[src/rtl/user_obi_streamer_pkg.sv]
// rtl/user_obi_streamer_pkg.sv - shared types for the user-domain OBI burst streamer
package user_obi_streamer_pkg;

  typedef enum logic [1:0] {IDLE, ISSUE, DRAIN} state_t;
  typedef enum logic {MODE_READ, MODE_WRITE} mode_e;

  typedef struct packed {
    int unsigned AddrWidth;
    int unsigned DataWidth;
    int unsigned IdWidth;
  } obi_cfg_t;

  localparam obi_cfg_t ObiDefaultConfig = '{AddrWidth: 32, DataWidth: 32, IdWidth: 1};

  typedef struct packed {
    logic [31:0] addr;
    logic        we;
    logic [3:0]  be;
    logic [31:0] wdata;
    logic [0:0]  aid;
  } obi_a_chan_default_t;

  typedef struct packed {
    logic                req;
    obi_a_chan_default_t a;
  } obi_req_default_t;

  typedef struct packed {
    logic [31:0] rdata;
    logic [0:0]  rid;
    logic        err;
  } obi_r_chan_default_t;

  typedef struct packed {
    logic                gnt;
    logic                rvalid;
    obi_r_chan_default_t r;
  } obi_rsp_default_t;

endpackage

[src/rtl/user_stream_fifo.sv]
// rtl/user_stream_fifo.sv - read-data FIFO; push/pop may coincide, push when full is dropped
module user_stream_fifo #(
  parameter int unsigned DataWidth = 32,
  parameter int unsigned Depth     = 4,
  localparam int unsigned PtrW     = (Depth > 1) ? $clog2(Depth) : 1,
  localparam int unsigned CntW     = $clog2(Depth + 1)
) (
  input  logic                 clk_i,
  input  logic                 rst_i,
  input  logic                 push_i,
  input  logic [DataWidth-1:0] data_i,
  input  logic                 pop_i,
  output logic [DataWidth-1:0] data_o,
  output logic                 valid_o,
  output logic [CntW-1:0]      count_o
);

  logic [DataWidth-1:0] mem [Depth];
  logic [PtrW-1:0]      wr_ptr;
  logic [PtrW-1:0]      rd_ptr;
  logic                 do_push;
  logic                 do_pop;

  function automatic logic [PtrW-1:0] ptr_inc(input logic [PtrW-1:0] p);
    return (32'(p) == Depth - 1) ? '0 : p + PtrW'(1);
  endfunction

  always_comb begin
    do_pop  = pop_i && (count_o != '0);
    do_push = push_i && ((32'(count_o) != Depth) || do_pop);
    valid_o = (count_o != '0);
    data_o  = mem[rd_ptr];
  end

  always_ff @(posedge clk_i) begin
    if (rst_i) begin
      wr_ptr  <= '0;
      rd_ptr  <= '0;
      count_o <= '0;
    end else begin
      if (do_push) begin
        mem[wr_ptr] <= data_i;
        wr_ptr      <= ptr_inc(wr_ptr);
      end
      if (do_pop) rd_ptr <= ptr_inc(rd_ptr);
      case ({do_push, do_pop})
        2'b10:   count_o <= count_o + CntW'(1);
        2'b01:   count_o <= count_o - CntW'(1);
        default: ;
      endcase
    end
  end

endmodule

[src/rtl/user_obi_burst_streamer.sv]
// rtl/user_obi_burst_streamer.sv - OBI burst DMA: strided word reads/writes with bounded outstanding
module user_obi_burst_streamer
  import user_obi_streamer_pkg::*;
#(
  parameter obi_cfg_t    ObiCfg         = ObiDefaultConfig,
  parameter type         obi_req_t      = obi_req_default_t,
  parameter type         obi_rsp_t      = obi_rsp_default_t,
  parameter int unsigned MaxOutstanding = 2,
  parameter int unsigned FifoDepth      = 4,
  parameter int unsigned LenWidth       = 16,
  localparam int unsigned AddrWidth     = ObiCfg.AddrWidth,
  localparam int unsigned DataWidth     = ObiCfg.DataWidth
) (
  input  logic                 clk_i,
  input  logic                 rst_i,
  input  logic                 start_i,
  input  logic                 is_write_i,
  input  logic [AddrWidth-1:0] base_addr_i,
  input  logic [LenWidth-1:0]  len_i,
  input  logic [AddrWidth-1:0] stride_i,
  output logic                 busy_o,
  output logic                 done_o,
  output logic                 err_o,
  input  logic [DataWidth-1:0] wdata_i,
  input  logic                 wvalid_i,
  output logic                 wready_o,
  output logic [DataWidth-1:0] rdata_o,
  output logic                 rvalid_o,
  input  logic                 rready_i,
  output obi_req_t             obi_req_o,
  input  obi_rsp_t             obi_rsp_i
);

  localparam int unsigned OutW  = $clog2(MaxOutstanding + 1);
  localparam int unsigned FCntW = $clog2(FifoDepth + 1);

  state_t               state_q, state_d;
  mode_e                mode_q;
  logic [LenWidth-1:0]  len_q, issued_q;
  logic [AddrWidth-1:0] stride_q, next_addr_q, req_addr_q;
  logic                 req_q, req_we_q;
  logic [DataWidth-1:0] req_wdata_q;
  logic [OutW-1:0]      out_q;
  logic                 err_q, zero_done_q;

  logic                 inc, dec, slot_free, credit_ok, can_load, load, push, pop;
  logic [31:0]          out_next;
  logic [FCntW-1:0]     fifo_count;
  logic                 rsp_unused;

  assign rsp_unused = ^obi_rsp_i.r.rid;

  always_comb begin
    inc       = req_q && obi_rsp_i.gnt;
    // A response with nothing outstanding is a leftover from before a reset.
    dec       = obi_rsp_i.rvalid && (out_q != '0);
    out_next  = 32'(out_q) + 32'(inc) - 32'(dec);
    slot_free = !req_q || obi_rsp_i.gnt;
    // Every granted or pending read already owns a FIFO slot, so the FIFO can never overflow.
    credit_ok = (mode_q == MODE_WRITE) ||
                (32'(fifo_count) + 32'(out_q) + 32'(inc) < FifoDepth);
    can_load  = (state_q == ISSUE) && slot_free && (issued_q != len_q) &&
                (out_next < MaxOutstanding) && credit_ok;
    load      = can_load && ((mode_q == MODE_READ) || wvalid_i);
    wready_o  = can_load && (mode_q == MODE_WRITE);
    push      = dec && (mode_q == MODE_READ);
    pop       = rvalid_o && rready_i;
  end

  always_comb begin
    state_d = state_q;
    case (state_q)
      IDLE:    if (start_i && (len_i != '0)) state_d = ISSUE;
      ISSUE:   if (inc && (issued_q == len_q)) state_d = DRAIN;
      DRAIN:   if (out_q == '0) state_d = IDLE;
      default: state_d = IDLE;
    endcase
  end

  always_comb begin
    busy_o             = (state_q != IDLE);
    done_o             = ((state_q == DRAIN) && (out_q == '0)) || zero_done_q;
    err_o              = err_q;
    obi_req_o          = '0;
    obi_req_o.req      = req_q;
    obi_req_o.a.addr   = req_addr_q;
    obi_req_o.a.we     = req_we_q;
    obi_req_o.a.be     = '1;
    obi_req_o.a.wdata  = req_wdata_q;
  end

  always_ff @(posedge clk_i) begin
    if (rst_i) begin
      state_q     <= IDLE;
      mode_q      <= MODE_READ;
      len_q       <= '0;
      issued_q    <= '0;
      stride_q    <= '0;
      next_addr_q <= '0;
      req_q       <= 1'b0;
      req_addr_q  <= '0;
      req_we_q    <= 1'b0;
      req_wdata_q <= '0;
      out_q       <= '0;
      err_q       <= 1'b0;
      zero_done_q <= 1'b0;
    end else begin
      state_q     <= state_d;
      zero_done_q <= (state_q == IDLE) && start_i && (len_i == '0);
      if ((state_q == IDLE) && start_i) begin
        mode_q      <= is_write_i ? MODE_WRITE : MODE_READ;
        len_q       <= len_i;
        stride_q    <= stride_i;
        next_addr_q <= base_addr_i;
        issued_q    <= '0;
        err_q       <= 1'b0;
      end else if (dec && obi_rsp_i.r.err) begin
        err_q <= 1'b1;
      end
      if (load) begin
        req_q       <= 1'b1;
        req_addr_q  <= next_addr_q;
        req_we_q    <= (mode_q == MODE_WRITE);
        req_wdata_q <= (mode_q == MODE_WRITE) ? wdata_i : '0;
        next_addr_q <= next_addr_q + stride_q;
        issued_q    <= issued_q + LenWidth'(1);
      end else if (inc) begin
        req_q <= 1'b0;
      end
      case ({inc, dec})
        2'b10:   out_q <= out_q + OutW'(1);
        2'b01:   out_q <= out_q - OutW'(1);
        default: ;
      endcase
    end
  end

  user_stream_fifo #(
    .DataWidth (DataWidth),
    .Depth     (FifoDepth)
  ) u_rd_fifo (
    .clk_i   (clk_i),
    .rst_i   (rst_i),
    .push_i  (push),
    .data_i  (obi_rsp_i.r.rdata),
    .pop_i   (pop),
    .data_o  (rdata_o),
    .valid_o (rvalid_o),
    .count_o (fifo_count)
  );

endmodule
[config.mk]
export PLATFORM = sky130hd
export DESIGN_NAME = user_obi_burst_streamer
export DESIGN_NICKNAME = d
export VERILOG_FILES = /design/src/rtl/user_obi_streamer_pkg.sv /design/src/rtl/user_stream_fifo.sv /design/src/rtl/user_obi_burst_streamer.sv
export SDC_FILE = /design/constraint.sdc
export NUM_CORES = 1
export LEC_CHECK = 0
export ABC_AREA = 1
export CORE_UTILIZATION = 57
export CTS_BUF_LIST = sky130_fd_sc_hd__clkbuf_4 sky130_fd_sc_hd__clkbuf_8 sky130_fd_sc_hd__clkbuf_16
export CTS_CLUSTER_DIAMETER = 100
export DETAILED_ROUTE_END_ITERATION = 10
export HOLD_SLACK_MARGIN = 0.05
export PLACE_DENSITY = 0.85
export SKIP_CTS_REPAIR_TIMING = 1
export SLEW_MARGIN = 10
export SYNTH_ARGS = -nofsm -noshare
export SYNTH_HDL_FRONTEND = slang
export SYNTH_SLANG_ARGS = --single-unit
[constraint.sdc]
create_clock -name clk_i -period 4.4 [get_ports clk_i]
set_input_delay 0.66 -clock clk_i [delete_from_list [all_inputs] [get_ports clk_i]]
set_output_delay 0.66 -clock clk_i [all_outputs]
set_load 0.05 [all_outputs]
* Yosys cells after proc, flatten, opt, wreduce, memory -nomap -nowiden
Memories as Yosys holds them, arrays and structs flattened. A register that Yosys moved wholly into a read port is not among the register bits.
Index checks and enable logic that the tools add are counted.
** Cells by class
- $lt $le $gt $ge :: 2
- $add $sub $neg :: 12
- Bitwise gates (word level) :: 1
- Eq/ne operators :: 14
- Multiplexer cells :: 21
- Reduce and logical (&&, ||, !) cells :: 37
** Operators with widths (number)
- $mux 32 :: 3
- $add 32x32->32 :: 1
- $lt 32x2->1 const B :: 1
- $mux 16 :: 2
- $logic_and 1x1->1 :: 18
- $add 16x1->16 const B :: 1
- $eq 16x16->1 :: 1
- $logic_not 16->1 :: 1
- $ne 16x16->1 :: 1
- $reduce_bool 16->1 :: 1
- $mux 2 :: 7
- $reduce_bool 2->1 :: 6
- $eq 2x2->1 const B :: 5
- $add 2x1->2 const B :: 3
- $eq 2x1->1 const B :: 3
- $mux 1 :: 6
- $pmux 2 s3 :: 1
- $pmux 3 s2 :: 1
- $add 4x1->5 :: 1
- $logic_or 1x1->1 :: 5
- $lt 5x3->1 const B :: 1
- $add 3x2->4 :: 1
- $logic_not 2->1 :: 2
- $ne 2x2->1 const B :: 2
- 13 further kinds :: 13
** Storage, ports and cells
- Output and inout bits :: 108
- Word-level logic and storage cells :: 104
- Input bits :: 154
- Flip-flop bits (word level) :: 176
- Memories :: 1
- Bits in writable memories :: 128
** Memory list
- u_rd_fifo.mem :: depth 4, width 32, rd ports 1, clocked after memory_dff 1, wr ports 1, line user_stream_fifo.sv:18 : logic [DataWidth-1:0] mem [Depth];

* Longest topological paths before layout
- Depth in word-level cells :: 8
- Gate-level depth with buffers :: 20
- Gate-level depth less buffers :: 18

* Hierarchy
A second synthesis with hierarchy kept.
** Second synthesis, totals
- Cell total of the unflattened synthesis :: 1907
- Area, all modules :: 14792.9 sq um
** Modules (own cells, without submodules)
- user_obi_burst_streamer :: cells an instance 1532, seq. area each 3383.2 sq um, times used 1, area each 9557.9 sq um
- user_stream_fifo :: cells an instance 375, seq. area each 4023.9 sq um, times used 1, area each 5235.0 sq um

* Worst setup path before layout
No wires, ideal clock.
- Path kind :: input -> output
- Start point :: in obi_rsp_i[34] (netlist name)
- End point :: out wready_o
- Path buffers :: 0
- Arrival :: 2.628 ns
- Stages on the path :: 10
- Path slack :: 1.112 ns
- Required time :: 3.740 ns
- Path through :: nand2_1 -> inv_1 -> ha_1 -> nor2_1 -> fa_1 -> nor2_1 -> nand3_1 -> clkinv_1 -> nand2_1 -> nor2_1
** Between the ends
- Cells in the longest elaborated chain, start to end :: 6
** Ends and longest elaborated chain
- start: declaration :: line user_obi_burst_streamer.sv:31 : input obi_rsp_t obi_rsp_i
- $logic_and 1x1->1 :: line user_obi_burst_streamer.sv:56 : dec = obi_rsp_i.rvalid && (out_q != '0);
- $sub 3x1->4 :: line user_obi_burst_streamer.sv:57 : out_next = 32'(out_q) + 32'(inc) - 32'(dec);
- $lt 32x2->1 :: line user_obi_burst_streamer.sv:63 : (out_next < MaxOutstanding) && credit_ok;
- $logic_and 1x1->1 :: line user_obi_burst_streamer.sv:62 : can_load = (state_q == ISSUE) && slot_free && (issued_q != len_q) &&
- $logic_and 1x1->1 :: line user_obi_burst_streamer.sv:63
- $logic_and 1x1->1 :: line user_obi_burst_streamer.sv:65 : wready_o = can_load && (mode_q == MODE_WRITE);
- end: declaration :: line user_obi_burst_streamer.sv:26 : output logic wready_o,
Every way passes these cells.

==> summary.txt <==
Power
  • Sw Share: 0.379
  • Power Density: 488 nW/um^2
  • Switching pwr: 3420 uW
  • Max rail drop VDD: 0.467 mV
  • Clock share of power: 0.274
  • Seq pwr share: 0.369
  • Cell-internal power: 5600 uW
  • Gate power share: 0.357
  • Leak: 0.00753 uW

Cells and area
  • # nets final: 2,319
  • Final core occ: 0.729
  • Most frequent cells in the layout: nand2_1 (605), clkdlybuf4s50_1 (250), inv_1 (205)
  • Area growth from synthesis to layout: 24.7%
  • Layout cells sized above 1: 0.0603
  • Most common cell after layout, fill and taps aside: nand2_1

Global routing
  • Gr usage total: 0.294
  • GRT overflow: 0
  • Vias in the first global route: 12,800
  • First-pass GRT wire length: 62,800 um
  • Largest net degree at the start of global routing: 79
  • Met3 Use GR: 0.0569
  • Initial antenna violation count: 1
  • GRT Max-Usage Layer: met2
  • Met2 Use GR: 0.502
  • M1 GR Usage: 0.378

Floorplanning
  • Num ports: 262
  • Die area: 26,600 sq um
  • Die W: 163 um
  • Initial core utilization: 0.585
  • Rows: 58
  • Die height: 163 um
  • Core Footprint: 25,300 sq um

Synthesis
  • Ys async rst share: 0
  • Largest area contributor in the netlist: edfxtp_1
  • Post-synthesis cell area: 14,800 sq um
  • Dominant cells by area after synthesis: edfxtp_1 (26%), dfxtp_1 (24%), nand2_1 (15%)
  • Synth top area share: 0.259
  • Synthesized netlist cell count: 1,892
  • Number of synthesized flops with an enable pin: 128
  • Syn Area/Cell: 7.83 sq um
  • Flops & latches, synth: 306
  • Distinct cells, synth: 43
  • Synth Flop Type: dfxtp_1
  • Seq/Total Area, Yosys: 0.500
  • Synth warn: 0

Drt
  • Vias: 13,200
  • DRT iter0 DRCs: 1,083
  • DRT antenna net count: 0
  • Drt wl/cell: 15.8 um
  • WL final: 39,200 um
  • DR vias/cell: 5.33
  • Router iterations before antenna repair: 5
  • DRC: 0

Worst hold path
  • Hold Path Cell Cnt: 2
  • Tightest Hold Check Type: reg -> reg

Worst setup path
  • Worst Path Required: 3740 ps
  • Crit Path Max Fanout: 34
  • CP Class: reg -> out
  • Delay-heaviest family, CP: buffers and inverters
  • Crit path largest cell delay: 730 ps
  • Cell Chain, Critical Path: clkinv_1 > buf_4 > o21ai_0 > o22ai_1 > clkdlybuf4s50_1
  • Critical path launch point type: flop
  • Worst path bufs/invs: 3
  • Worst reg-to-reg path cell count: 15
  • Crit path depth: 5
  • CP arrival: 3290 ps
  • Critical Path Sink Type: primary output
  • Crit-path slowest cell: clkdlybuf4s50_1

STA
  • Tmin final: 3950 ps
  • Max-slew violations: 0
  • RSZ-0062 raised after global routing: false
  • Final hold slack: 462 ps
  • Tcrit/Tclk final: 0.897
  • # setup viols final: 0
  • Slew margin rel.: 0.435
  • Max Clock Freq: 253 MHz
  • Final setup TNS: 0 ps
  • Skew final: 15.2 ps
  • Fin. Hold Viols: 0
  • Worst-margin pin slew: 843 ps
  • Final setup margin: 455 ps

Place
  • Buffers on Ports: 255
  • Dpl hpwl: 27,000 um
  • Post-place setup slack: 690 ps
  • Gpl congestion: 0.913

Clocking
  • Total CTS buffers: 30
  • Root Buffer: clkbuf_16
  • Skew-Pair Late Insertion Delay: 570 ps
  • Clock Path Buffers: 3
  • CTS sink count: 306
  • H-tree levels: 1
  • TritonCTS clock tree: done
  • Worst-path clk slew: 60 ps

Job
  • Number of max-cap violations: 0

Run status
  • Status: finished, final reports clean
cell families after synthesis:
group | after synthesis | share of synthesized area
adder cells (fa/ha/maj) | 46 | 0.0404
AO/OA/AOI/OAI | 324 | 0.121
flip-flops | 306 | 0.500
AND/OR/NAND/NOR | 900 | 0.243
XOR/XNOR | 19 | 0.0112
other | 2 | 0.000507
buffers and inverters | 295 | 0.0843
layer usage:
layer	part of all wire	up-vias
met2	0.47	553
met3	0.087	67
met4	0.024	0
met5	0	-
met1	0.42	6006
li1	-	6539
layout make-up:
cell class | count | area (sq um)
Timing Repair Buffer | 274 | 2710
Multi-Input combinational cell | 1294 | 6190
Clock inverter | 14 | 118
Inverter | 213 | 802
Antenna cell | 1 | 2.50
Clock buffer | 39 | 837
Sequential cell | 306 | 7410
Tap cell | 330 | 413
Fill cell | 1927 | 6850
synthesized netlist by cell type (3+ instances only):
library cell    n
a21oi_1       148
a21oi_2        20
and2_1          3
buf_1           7
buf_2          16
buf_4           9
buf_6           4
clkbuf_1       42
dfxtp_1       178
edfxtp_1      128
fa_1            3
ha_1           43
inv_1         206
inv_2           4
nand2_1       605
nand2_2        21
nand3_1        69
nand4_1        11
nor2_1        169
nor3_1         12
nor4_1          4
o21a_1          5
o21ai_0       100
o22ai_1        40
xnor2_1        10
xor2_1          9
through the flow:
stage / total power, uW / cells / cell area, sq um
2_1_floorplan: 5600 / 1895 / 14800
3_3_place_gp: 6460 / 2417 / 17500
3_5_place_dp: 6540 / 2417 / 17500
4_1_cts: 9030 / 2470 / 18500
5_1_grt: 9430 / 2470 / 18500
6_report: 9010 / 2471 / 18500
tightest hold or removal path: stages (launching register included):
cell and delay, ps:
dfxtp_1 310, nand2_1 60, a21oi_1 50
state kept, by name, indices dropped and copies added, names as in the netlist, named ones only:
signal / flops
mode_q: 1
stride_q: 32
u_rd_fifo.mem: 128
len_q: 16
req_we_q: 1
req_wdata_q: 32
u_rd_fifo.wr_ptr: 2
req_q: 1
out_q: 2
err_o: 1
state_q: 2
next_addr_q: 32
u_rd_fifo.count_o: 3
zero_done_q: 1
u_rd_fifo.rd_ptr: 2
issued_q: 16
req_addr_q: 32
power groups by stage:
stage          logic (uW)  registers (uW)  clock network, uW
2_1_floorplan        2130            3460                  0
3_3_place_gp         3090            3370                  0
3_5_place_dp         3160            3380                  0
4_1_cts              3210            3320               2500
5_1_grt              3470            3350               2610
6_report             3220            3320               2470
final timing paths:
kind	start	end	slack, ps
max	flop	rdata_o[22]	450
min	req_wdata_q[31]	req_wdata_q[31]	460
max reg2reg	out_q[1]	req_wdata_q[21]	1180
min reg2reg	req_wdata_q[31]	req_wdata_q[31]	460
Note: power is estimated with default switching activity, not from simulation.
